### config.mk
export PLATFORM = sky130hd
export DESIGN_NAME = operand_latch_bank
export DESIGN_NICKNAME = d
export VERILOG_FILES = /design/src/rtl/latch_pkg.sv /design/src/rtl/button_debouncer.sv /design/src/rtl/operand_latch_bank.sv
export SDC_FILE = /design/constraint.sdc
export NUM_CORES = 1
export LEC_CHECK = 0
export BUFFER_PORTS_ARGS = -buffer_cell sky130_fd_sc_hd__buf_2
export CAP_MARGIN = 25
export CORE_UTILIZATION = 52
export DETAILED_ROUTE_END_ITERATION = 8
export GPL_ROUTABILITY_DRIVEN = 1
export HOLD_SLACK_MARGIN = 0.12
export PLACE_DENSITY = 0.82
export SYNTH_ARGS = -nofsm -noshare
export SYNTH_HDL_FRONTEND = slang
export SYNTH_SLANG_ARGS = --single-unit
### constraint.sdc
create_clock -name clk -period 2 [get_ports clk]
set_clock_uncertainty 0.2 [all_clocks]
set_input_delay 0.4 -clock clk [delete_from_list [all_inputs] [get_ports clk]]
set_output_delay 0.4 -clock clk [all_outputs]
set_load 0.005 [all_outputs]
### src/rtl/latch_pkg.sv
// rtl/latch_pkg.sv - shared defaults and sizing helper for the operand latch bank
package latch_pkg;

    localparam int DEFAULT_WIDTH           = 4;
    localparam int DEFAULT_CHANNELS        = 2;
    localparam int DEFAULT_DEBOUNCE_CYCLES = 16;

    // Counter runs 0..cycles-1, so $clog2(cycles) bits always suffice.
    function automatic int cnt_width(input int cycles);
        return (cycles < 2) ? 1 : $clog2(cycles);
    endfunction

endpackage

### src/rtl/button_debouncer.sv
// rtl/button_debouncer.sv - synchronizer plus stable-level debouncer with press strobe
module button_debouncer
    import latch_pkg::*;
#(
    parameter int DEBOUNCE_CYCLES = DEFAULT_DEBOUNCE_CYCLES
) (
    input  logic clk,
    input  logic reset_n,
    input  logic button_n,
    output logic press
);

    localparam int CW = cnt_width(DEBOUNCE_CYCLES);
    localparam logic [CW-1:0] CNT_MAX = CW'(DEBOUNCE_CYCLES - 1);

    logic          sync_1;
    logic          sync_2;
    logic          stable;
    logic [CW-1:0] count;
    logic          at_limit;

    // Strobe is high in the cycle whose closing edge drops the stable level,
    // so the consumer loads on exactly that edge.
    always_comb begin
        at_limit = (sync_2 != stable) && (count == CNT_MAX);
        press    = at_limit && !sync_2;
    end

    always_ff @(posedge clk or negedge reset_n) begin
        if (!reset_n) begin
            sync_1 <= 1'b1;
            sync_2 <= 1'b1;
            stable <= 1'b1;
            count  <= '0;
        end else begin
            sync_1 <= button_n;
            sync_2 <= sync_1;
            if (sync_2 == stable) begin
                count <= '0;
            end else if (at_limit) begin
                stable <= sync_2;
                count  <= '0;
            end else begin
                count <= count + 1'b1;
            end
        end
    end

endmodule

### src/rtl/operand_latch_bank.sv
// rtl/operand_latch_bank.sv - debounced per-channel operand capture with valid/ack handoff
module operand_latch_bank
    import latch_pkg::*;
#(
    parameter int WIDTH           = DEFAULT_WIDTH,
    parameter int CHANNELS        = DEFAULT_CHANNELS,
    parameter int DEBOUNCE_CYCLES = DEFAULT_DEBOUNCE_CYCLES
) (
    input  logic                      clk,
    input  logic                      reset_n,
    input  logic [CHANNELS-1:0]       save_n,
    input  logic [WIDTH-1:0]          data_input,
    output logic [CHANNELS*WIDTH-1:0] q,
    output logic [CHANNELS-1:0]       loaded,
    output logic                      operands_valid,
    input  logic                      operands_ack
);

    logic [CHANNELS-1:0] press;

    for (genvar g = 0; g < CHANNELS; g++) begin : g_btn
        button_debouncer #(
            .DEBOUNCE_CYCLES(DEBOUNCE_CYCLES)
        ) u_debouncer (
            .clk      (clk),
            .reset_n  (reset_n),
            .button_n (save_n[g]),
            .press    (press[g])
        );
    end

    // While valid is high the set is frozen: presses are dropped, only ack acts.
    always_ff @(posedge clk or negedge reset_n) begin
        if (!reset_n) begin
            q              <= '0;
            loaded         <= '0;
            operands_valid <= 1'b0;
        end else if (operands_valid) begin
            if (operands_ack) begin
                operands_valid <= 1'b0;
                loaded         <= '0;
            end
        end else begin
            for (int i = 0; i < CHANNELS; i++) begin
                if (press[i]) begin
                    q[i*WIDTH +: WIDTH] <= data_input;
                    loaded[i]           <= 1'b1;
                end
            end
            if (&loaded) begin
                operands_valid <= 1'b1;
            end
        end
    end

endmodule

==> impl_metrics.env, run 1 <==
export IMPL_r2r_end="q[5]$_DFFE_PN0P_"
export IMPL_postRouteAntennaNets=0
export IMPL_worstPathMaxFanout=5
export IMPL_irDropWorstVdd_v=0.000594
export IMPL_synth_top_area_share_pct=46.7
export IMPL_rsz0062_at_grt="false"
export IMPL_final_util_pct=69.5
export IMPL_synth_area_leaders="dfrtp_1, dfstp_2, mux2_4"
export IMPL_synth_top_area_cell="dfrtp_1"
export IMPL_core_mm2=0.00178
export IMPL_start_util_pct=57.1
export IMPL_grt_pass1_vias=625
export IMPL_ctsResizeCount=0
export IMPL_antenna_found_initial=0
export IMPL_startpoint_type="register"
export IMPL_drt_iter0_markers=3
export IMPL_gp_congestion=0.637
export IMPL_critical_path_startpoint="g_btn[1].u_debouncer.count[0]$_DFF_PN0_"
export IMPL_seq_area_frac_synth_pct=62.2
export IMPL_r2r_slack_ns=0.35
export IMPL_cts_clk_slew_worst_paths_ns=0.12
export IMPL_drc=0
export IMPL_crit_end="q[5]$_DFFE_PN0P_"
export IMPL_syn_nets=79
export IMPL_cts_tree="built"
export IMPL_ios=20
export IMPL_reg2reg_from="g_btn[1].u_debouncer.count[0]$_DFF_PN0_"
export IMPL_antennaDiodeCount=0
export IMPL_route_top_layer_used="met4"
export IMPL_max_stage_delay_ns=0.44
export IMPL_cts_path_max_buffers=2
export IMPL_numCtsBuffers=3
export IMPL_yosys_cell_types_count=21
export IMPL_period_needed_ns=1.65
export IMPL_gr_total_overflow=0
export IMPL_die_h_um=46.2
export IMPL_wl_met1_um=727
export IMPL_drt_vias_per_instance=5.02
export IMPL_fp_dieW_um=46.2
export IMPL_port_buffer_count=19
export IMPL_criticalPathCategory="register to register"
export IMPL_outcome="finished, final reports clean"
export IMPL_cts_root_buf="clkbuf_4"
export IMPL_wl_per_cell_um=13.2
export IMPL_cp_data_required_time_ns=2.02
export IMPL_worst_ep_arrival_time_ns=1.67
export IMPL_die_area_mm2=0.00214
export IMPL_setup_viol=0
export IMPL_vias=617
export IMPL_drt_pass1_iter_count=2
export IMPL_syn_avg_cell_area_um2=15.0
export IMPL_drv_cap=0
export IMPL_rows=15
export IMPL_slew_headroom_pct=65.4
export IMPL_dr_wl_met3_um=71
export IMPL_grt_pass1_wl_um=2680
export IMPL_tightest_slew_ns=0.518
export IMPL_placed_area_mm2=0.00114
export IMPL_ys_warn_count=0
export IMPL_synth_seq_cells=25
export IMPL_drv_slew=0
export IMPL_fin_area_mm2=0.00124
export IMPL_slowest_stage="dfrtp_1"
export IMPL_syn_to_final_growth_pct=21.9
export IMPL_clock_latency_ns=0.32
export IMPL_fin_nets=110
export IMPL_layout_drive_gt1_share_pct=42.9
export IMPL_path_cells="ha_1 > and3_4 > nand3_4 > mux2_4"
export IMPL_powerDensity_mw_per_mm2=707
export IMPL_cts_sinks=25
export IMPL_reg2reg_depth=4
export IMPL_grt_max_degree=26
export IMPL_end_kind="register"
export IMPL_period_share_pct=82.6
export IMPL_cts_htree_levels=1
export IMPL_track_usage_pct=18.9
export IMPL_fmax_ghz=0.606
export IMPL_p_leak_nw=0.592
export IMPL_synth_cells=68
export IMPL_hold_viol_final=0
export IMPL_tns_ns=0
export IMPL_hp_class="input pin to register"
export IMPL_netlist_area_mm2=0.00102
export IMPL_met2WireLength_um=804
export IMPL_wl_um=1630
## through the flow
stage                     setup WS (ns)  hold slack [ns]  power [W]  cells
after CTS                         0.342            0.128   0.000890    123
after global routing              0.303            0.121   0.000924    123
final                             0.349            0.140   0.000877    123
after floorplan                   0.455          -0.0956   0.000611     68
after detailed placement          0.361            0.148   0.000657    112
after global placement            0.397            0.146   0.000652    112
## registers in the layout (all words and copies together) (netlist names)
signal	flops
g_btn.u_debouncer.count	8
q	8
g_btn.u_debouncer.stable	2
g_btn.u_debouncer.sync_1	2
g_btn.u_debouncer.sync_2	2
loaded	2
operands_valid	1
## logic make-up (layout without fill, tap and decap cells)
| logic type | count (synthesis) | after routing | synth area share (%) |
|---|---|---|---|
| AOI/OAI and AO/OA | 7 | 7 | 4.43 |
| DFF | 25 | 25 | 62.2 |
| buffers and inverters | 2 | 32 | 0.738 |
| adders and majority gates | 2 | 2 | 2.46 |
| xor gates and xnor gates | 4 | 4 | 3.44 |
| and+or+nand+nor | 17 | 17 | 11.7 |
| muxes | 11 | 11 | 15.0 |
## placed cells by master (no fill, tap or decap), types with 2 or more instances in the layout
master / n
ha_1: 2
xnor2_1: 4
nand2_1: 4
nor2b_1: 2
nor3_1: 2
mux2_4: 8
inv_1: 2
clkbuf_4: 3
dlygate4sd3_1: 7
a21oi_1: 2
dfstp_2: 6
mux2_2: 2
dfrtp_1: 19
buf_2: 19
nand3_4: 2
and3_4: 2
nor2_1: 4
## per-layer routing
metal / GRT usage, % / up-vias
met3: 5.88 / 4
li1: - / 299
met2: 29.0 / 14
met5: 0 / -
met4: 7.06 / 0
met1: 25.1 / 300
## worst max-delay path: cells and delay by family, from the launching register on
| family | cells | cell delay, ns |
|---|---|---|
| mux | 1 | 0.31 |
| simple gates | 2 | 0.34 |
| flops | 1 | 0.44 |
| fa+ha+maj | 1 | 0.25 |
## worst min path at each step
| stage | start | endpoint | slack (ns) | depth (start not counted) |
|---|---|---|---|---|
| after global routing | data_input[1] | q[1]$_DFFE_PN0P_ | 0.12 | 2 |
| after CTS | data_input[1] | q[5]$_DFFE_PN0P_ | 0.13 | 2 |
| after detailed placement | g_btn[0].u_debouncer.sync_1$_DFF_PN1_ | g_btn[0].u_debouncer.sync_2$_DFF_PN1_ | 0.15 | 0 |
| after global placement | g_btn[0].u_debouncer.sync_1$_DFF_PN1_ | g_btn[0].u_debouncer.sync_2$_DFF_PN1_ | 0.15 | 0 |
| after floorplan | reset_n | g_btn[0].u_debouncer.count[0]$_DFF_PN0_ | -0.1 | 0 |
| final | data_input[1] | q[5]$_DFFE_PN0P_ | 0.14 | 2 |
## layout make-up
cell class              count  area (um^2)
flip-flops and latches     25          633
fillers                   134          543
multi-input cells          41          377
repair buffers             26          165
well taps                  25         31.3
clock buffers               4         26.3
inverters                   2         7.51
## synthesized netlist by cell type (all sizes together)
cell type / number
dfrtp: 19
mux2: 10
dfstp: 6
nand2: 4
nor2: 4
xnor2: 4
a21oi: 2
and3: 2
ha: 2
inv: 2
nand3: 2
nor2b: 2
nor3: 2
a21boi: 1
a21o: 1
a311oi: 1
a31oi: 1
mux2i: 1
nand4b: 1
o21ai: 1
## what timing repair did
item / CTS / global route
endpoints found under the hold margin: 27 / 0
setup buffers: 0 / 0
hold buffers: 7 / 0
## where the power goes
group	internal, W	switching [W]
clock network	0.0000783	0.000142
logic	0.0000531	0.0000409
registers	0.000539	0.0000241
Power figures use the tool's default switching activity.
==> inputs of run 2 (changes only) <==
--- a/config.mk
+++ b/config.mk
@@ -5,13 +5,14 @@
 export SDC_FILE = /design/constraint.sdc
 export NUM_CORES = 1
 export LEC_CHECK = 0
+export ABC_AREA = 1
 export BUFFER_PORTS_ARGS = -buffer_cell sky130_fd_sc_hd__buf_2
 export CAP_MARGIN = 25
-export CORE_UTILIZATION = 52
+export CORE_UTILIZATION = 47
 export DETAILED_ROUTE_END_ITERATION = 8
 export GPL_ROUTABILITY_DRIVEN = 1
 export HOLD_SLACK_MARGIN = 0.12
-export PLACE_DENSITY = 0.82
+export PLACE_DENSITY = 0.78
 export SYNTH_ARGS = -nofsm -noshare
 export SYNTH_HDL_FRONTEND = slang
 export SYNTH_SLANG_ARGS = --single-unit
==> constraint.sdc (replaced) <==
create_clock -name clk -period 1.4 [get_ports clk]
set_clock_uncertainty 0.2 [all_clocks]
set_input_delay 0.28 -clock clk [delete_from_list [all_inputs] [get_ports clk]]
set_output_delay 0.28 -clock clk [all_outputs]
set_load 0.005 [all_outputs]
==> run 2 against run 1 <==
Effect of this change:
- synthesized cell count grew 49%
- sequential share of layout area shrank 2.8 points
- first-iteration DRC count grew to 6.0 times the previous value
- combinational power grew 53%
- non-clock buffer count grew 3
- clock-buffer cell count is the same
- via count grew 28%
- sequential cell count is the same
- utilization shrank 4.5 points
- setup slack lost 0.30 ns
- cell count grew 31%
==> impl_metrics.env, run 2 <==
export IMPL_pwr_share_comb_pct=11.6
export IMPL_grt_max_degree=26
export IMPL_powerDensity_mw_per_mm2=946
export IMPL_period_share_pct=96.4
export IMPL_worstPathMaxFanout=2
export IMPL_critical_path_startpoint="operands_valid$_DFF_PN0_"
export IMPL_cts_tree="built"
export IMPL_switchingPower_w=0.000303
export IMPL_drv_cap=0
export IMPL_cp_data_required_time_ns=0.92
export IMPL_end_kind="primary output"
export IMPL_synth_common_cells="nand2_1, dfrtp_1, nand3_1"
export IMPL_synth_most_common_cell="nand2_1"
export IMPL_synth_area_leaders="dfrtp_1, dfstp_2, nand2_1"
export IMPL_port_buffer_count=19
export IMPL_setup_viol=0
export IMPL_postRouteAntennaNets=0
export IMPL_hold_worst_slack_ns=0.165
export IMPL_fp_dieW_um=49.2
export IMPL_antennaDiodeCount=0
export IMPL_tns_ns=0
export IMPL_wl_um=2010
export IMPL_ys_flop_type="dfrtp_1"
export IMPL_yosys_cell_types_count=17
export IMPL_syn_nets=112
export IMPL_gp_congestion=0.785
export IMPL_busiest_layer="met2"
export IMPL_netlist_area_mm2=0.00105
export IMPL_max_stage_delay_ns=0.43
export IMPL_cts_path_max_buffers=2
export IMPL_wl_per_cell_um=12.5
export IMPL_synth_seq_cells=25
export IMPL_tightest_slew_ns=0.537
export IMPL_clock_latency_ns=0.31
export IMPL_final_cell_mix="nand2_1, buf_2, dfrtp_1"
export IMPL_drc=0
export IMPL_irDropWorstVdd_v=0.000872
export IMPL_seq_area_frac_synth_pct=60.5
export IMPL_rsz0062_at_grt="true"
export IMPL_slowest_stage="dfrtp_2"
export IMPL_gr_total_overflow=0
export IMPL_use_met2_pct=33.3
export IMPL_drt_vias_per_instance=4.89
export IMPL_die_area_mm2=0.00242
export IMPL_switching_share_pct=24.4
export IMPL_seqCellArea_um2=634
export IMPL_hp_class="register to register"
export IMPL_numCtsBuffers=3
export IMPL_hp_start="g_btn[1].u_debouncer.sync_1$_DFF_PN1_"
export IMPL_p_leak_nw=0.669
export IMPL_drt_iter0_markers=18
export IMPL_grt_pass1_wl_um=3310
export IMPL_worst_ep_arrival_time_ns=0.87
export IMPL_cts_sinks=25
export IMPL_vias=788
export IMPL_criticalPathCategory="register to primary output"
export IMPL_fill_cells=153
export IMPL_drv_slew=0
export IMPL_path_cells="buf_2"
export IMPL_slew_headroom_pct=64.2
export IMPL_synth_top_area_share_pct=45.5
export IMPL_place_ws_ns=0.0476
export IMPL_syn_avg_cell_area_um2=10.4
export IMPL_antenna_found_initial=0
export IMPL_fmax_ghz=0.741
export IMPL_cts_clk_slew_worst_paths_ns=0.13
export IMPL_die_h_um=49.2
export IMPL_met3_usage_pct=2.80
export IMPL_synth_top_area_cell="dfrtp_1"
export IMPL_synth_cells=101
export IMPL_rows=16
export IMPL_cts_root_buf="clkbuf_4"
export IMPL_outcome="finished, final reports clean"
export IMPL_start_util_pct=51.7
export IMPL_multi_input_area_um2=393
export IMPL_ios=20
export IMPL_drt_pass1_iter_count=4
export IMPL_seqPwrFrac_pct=63.1
export IMPL_use_met1_pct=20.5
export IMPL_layout_commonest_cell="nand2_1"
export IMPL_setup_ws_ns=0.0505
export IMPL_cts_htree_levels=1
export IMPL_crit_buf_inv=1
export IMPL_core_mm2=0.00202
export IMPL_track_usage_pct=18.9
export IMPL_layout_drive_gt1_share_pct=32.1
export IMPL_syn_to_final_growth_pct=25.7
export IMPL_synth_edf_count=0
export IMPL_top_regs="g_btn.u_debouncer.count x8, q x8"
export IMPL_p_int_w=0.000941
export IMPL_crit_family="flip-flops"
export IMPL_dp_hpwl_um=1380
export IMPL_reg2reg_from="g_btn[1].u_debouncer.count[1]$_DFF_PN0_"
export IMPL_fin_nets=146
export IMPL_clockPowerShare_pct=25.4
export IMPL_period_needed_ns=1.35
export IMPL_grt_pass1_vias=801
export IMPL_total_power_w=0.00124
export IMPL_startpoint_type="register"
export IMPL_ys_warn_count=0
export IMPL_ys_async_sr_fraction_pct=100
export IMPL_hold_viol_final=0
[run 2: layout make-up]
cell class,instances,share of cell area [%]
Clock buffer,4,2.00
Inverter,10,2.85
Multi-Input combinational cell,66,29.9
Sequential cell,25,48.2
Tap cell,27,2.57
Timing Repair Buffer,29,14.5
[run 2: power groups by stage]
stage          clock network [W]  registers [W]  logic (W)
3_5_place_dp                   0       0.000807  0.0000962
5_1_grt                 0.000345       0.000789   0.000162
4_1_cts                 0.000320       0.000781   0.000138
3_3_place_gp                   0       0.000806  0.0000916
2_1_floorplan                  0       0.000803  0.0000434
6_report                0.000315       0.000784   0.000144
[run 2: kinds of logic (layout without fill, tap and decap cells)]
group | after synthesis | count (layout) | synth area share, %
flops | 25 | 25 | 60.5
fa+ha+maj | 2 | 2 | 2.39
xor+xnor | 2 | 2 | 1.67
compound gates | 10 | 10 | 5.86
simple gates | 52 | 52 | 26.0
buf+inv | 10 | 43 | 3.59
[run 2: repair_timing]
item                                    CTS  global route
gates resized for setup                   1             3
hold buffers                              8             0
buffers inserted                          1             1
endpoints found under the hold margin    38             0
pin swaps                                 0             3
endpoints found under the setup margin    1             4
[run 2: metal layers]
metal	vias up	part of all wire, %
met5	-	0
met4	0	4.1
met3	8	5.3
met2	27	52
met1	367	39
li1	386	-
[run 2: path summary, 6_finish.rpt]
| check | end | slack (ns) | cells past startpoint |
|---|---|---|---|
| worst max-delay path | operands_valid | 0.05 | 1 |
| worst min-delay path | g_btn[1].u_debouncer.sync_2$_DFF_PN1_ | 0.17 | 0 |
| worst max register to register | q[4]$_DFFE_PN0P_ | 0.06 | 6 |
| worst min register to register | g_btn[1].u_debouncer.sync_2$_DFF_PN1_ | 0.17 | 0 |
| max in group asynchronous | operands_valid$_DFF_PN0_ | 0.36 | 2 |
| min in group asynchronous | loaded[1]$_DFFE_PN0P_ | 0.26 | 2 |
[run 2: through the flow]
stage | util (%) | instance area (um^2) | std cells
floorplan | - | 1050 | 101
global placement | 58.1 | 1170 | 147
detailed placement | 58.1 | 1170 | 147
CTS | 63.8 | 1290 | 160
global route | 65.0 | 1320 | 161
finish | 65.0 | 1320 | 161
==> inputs of run 3 (changes only) <==
--- a/config.mk
+++ b/config.mk
@@ -12,7 +12,7 @@
 export DETAILED_ROUTE_END_ITERATION = 8
 export GPL_ROUTABILITY_DRIVEN = 1
 export HOLD_SLACK_MARGIN = 0.12
-export PLACE_DENSITY = 0.78
+export PLACE_DENSITY = 0.83
 export SYNTH_ARGS = -nofsm -noshare
 export SYNTH_HDL_FRONTEND = slang
 export SYNTH_SLANG_ARGS = --single-unit
==> run 3 against run 2 <==
Effect of this change:
- maximum frequency about the same
- highest routed layer unchanged
- sequential power about the same
- final area up 2.1%
- clock power down 3%
- total power up 0.33%
- routed wire length up 2.1%
- clock-buffer cell count unchanged
- critical path depth up 5
- cell count up 2.5%
- largest power group unchanged
==> impl_metrics.env, run 3 (synthesis gave the netlist of run 2 again) <==
export IMPL_outcome="finished, final reports clean"
export IMPL_irDropWorstVdd_v=0.000738
export IMPL_numCtsBuffers=3
export IMPL_worstPathMaxFanout=7
export IMPL_antennaDiodeCount=0
export IMPL_layout_drive_gt1_share_pct=34.8
export IMPL_powerDensity_mw_per_mm2=930
export IMPL_hold_worst_slack_ns=0.164
export IMPL_syn_to_final_growth_pct=28.3
export IMPL_startpoint_type="register"
export IMPL_drc=0
export IMPL_fp_dieW_um=49.2
export IMPL_cts_clk_slew_worst_paths_ns=0.12
export IMPL_top_regs="g_btn.u_debouncer.count x8, q x8"
export IMPL_cts_htree_levels=1
export IMPL_ios=20
export IMPL_core_mm2=0.00202
export IMPL_dp_hpwl_um=1400
export IMPL_clockPowerShare_pct=24.5
export IMPL_switchingPower_w=0.000297
export IMPL_port_buffer_count=19
export IMPL_gr_total_overflow=0
export IMPL_start_util_pct=51.7
export IMPL_multi_input_area_um2=390
export IMPL_pwr_share_comb_pct=12.9
export IMPL_wl_um=2050
export IMPL_final_cell_mix="nand2_1, buf_2, dfrtp_1"
export IMPL_use_met2_pct=29.9
export IMPL_dp_cells=147
export IMPL_cts_tree="built"
export IMPL_cp_data_required_time_ns=1.41
export IMPL_cts_root_buf="clkbuf_4"
export IMPL_grt_pass1_wl_um=3060
export IMPL_period_needed_ns=1.35
export IMPL_fmax_ghz=0.742
export IMPL_seqCellArea_um2=634
export IMPL_total_power_w=0.00125
export IMPL_fin_nets=150
export IMPL_criticalPathCategory="register to register"
export IMPL_hold_viol_final=0
export IMPL_gp_congestion=0.731
export IMPL_met3_usage_pct=3.74
export IMPL_wl_per_cell_um=12.4
export IMPL_worst_ep_arrival_time_ns=1.36
export IMPL_postRouteAntennaNets=0
export IMPL_die_h_um=49.2
export IMPL_drv_cap=0
export IMPL_p_int_w=0.000951
export IMPL_antenna_found_initial=0
export IMPL_grt_max_degree=26
export IMPL_die_area_mm2=0.00242
export IMPL_setup_viol=0
export IMPL_drt_vias_per_instance=4.76
export IMPL_drt_pass1_iter_count=4
export IMPL_drt_iter0_markers=10
export IMPL_track_usage_pct=17.7
export IMPL_clock_latency_ns=0.30
export IMPL_tightest_slew_ns=0.523
export IMPL_drv_slew=0
export IMPL_layout_commonest_cell="nand2_1"
export IMPL_fin_cells=165
export IMPL_cts_sinks=25
export IMPL_seqPwrFrac_pct=62.7
export IMPL_switching_share_pct=23.8
export IMPL_fill_cells=178
export IMPL_rows=16
export IMPL_slew_headroom_pct=65.1
export IMPL_end_kind="register"
export IMPL_use_met1_pct=21.0
export IMPL_period_share_pct=96.3
export IMPL_final_util_pct=66.4
export IMPL_busiest_layer="met2"
export IMPL_p_leak_nw=0.700
export IMPL_tns_ns=0
export IMPL_grt_pass1_vias=715
export IMPL_vias=786
export IMPL_cts_path_max_buffers=2
export IMPL_hp_class="register to register"
[run 3: cell types whose count changed in the layout (fill, tap and decap cells not counted)]
| cell | before | now |
|---|---|---|
| nand2_2 | 3 | 2 |
| ha_1 | 1 | 0 |
| o21ai_0 | 6 | 5 |
| o21ai_1 | 0 | 1 |
| ha_2 | 0 | 2 |
| nand2_4 | 3 | 4 |
| ha_4 | 1 | 0 |
| buf_4 | 2 | 6 |
[run 3: repair_timing]
action,in CTS,in global routing
setup buffers,1,5
hold endpoints to repair,38,0
hold buffers,8,0
endpoints found under the setup margin,1,10
gates resized for setup,1,5
pin swaps,0,4
[run 3: worst max-delay path, stage by stage (launching register included)]
cell and delay [ns]:
dfrtp_1 0.38, ha_2 0.21, nand2_4 0.07, nor2_4 0.20, nand2_4 0.08, nand2_1 0.07, nand2_1 0.05
[run 3: area by class of cell]
cell class              instances  share of cell area (%)
repair buffers                 33                    16.4
inverters                      10                    2.80
flip-flops and latches         25                    47.3
multi-input cells              66                    29.1
clock buffers                   4                    1.96
well taps                      27                    2.52
[run 3: path summary, 6_finish.rpt]
kind                            cells after the start                                 endpoint  slack (ns)                               startpoint
max in group asynchronous                           2                 operands_valid$_DFF_PN0_        0.35                                  reset_n
worst max-delay path                                6                         q[6]$_DFFE_PN0P_        0.05  g_btn[1].u_debouncer.count[0]$_DFF_PN0_
worst min-delay path                                0    g_btn[0].u_debouncer.sync_2$_DFF_PN1_        0.16    g_btn[0].u_debouncer.sync_1$_DFF_PN1_
worst max register to register                      6                         q[6]$_DFFE_PN0P_        0.05  g_btn[1].u_debouncer.count[0]$_DFF_PN0_
min in group asynchronous                           2  g_btn[0].u_debouncer.count[1]$_DFF_PN0_        0.27                                  reset_n
worst min register to register                      0    g_btn[0].u_debouncer.sync_2$_DFF_PN1_        0.16    g_btn[0].u_debouncer.sync_1$_DFF_PN1_
[run 3: power groups by stage]
stage | Clock [W] | Combinational (W) | Sequential (W)
finish | 0.000305 | 0.000161 | 0.000782
global route | 0.000348 | 0.000179 | 0.000786
CTS | 0.000316 | 0.000139 | 0.000781
detailed placement | 0 | 0.0000966 | 0.000808
global placement | 0 | 0.0000907 | 0.000806
floorplan | 0 | 0.0000434 | 0.000803
[run 3: routing by layer]
metal  part of all wire (%)  wire (um)
met5                      0          0
met4                    1.1         23
met1                     45        914
met2                     50       1020
met3                    4.3         89
[run 3: through the flow]
| step | instance area (um^2) | setup WS (ns) |
|---|---|---|
| after floorplan | 1050 | 0.164 |
| after global placement | 1170 | 0.102 |
| after detailed placement | 1170 | 0.0785 |
| after CTS | 1290 | 0.0488 |
| after global routing | 1340 | -0.0262 |
| final | 1340 | 0.0516 |
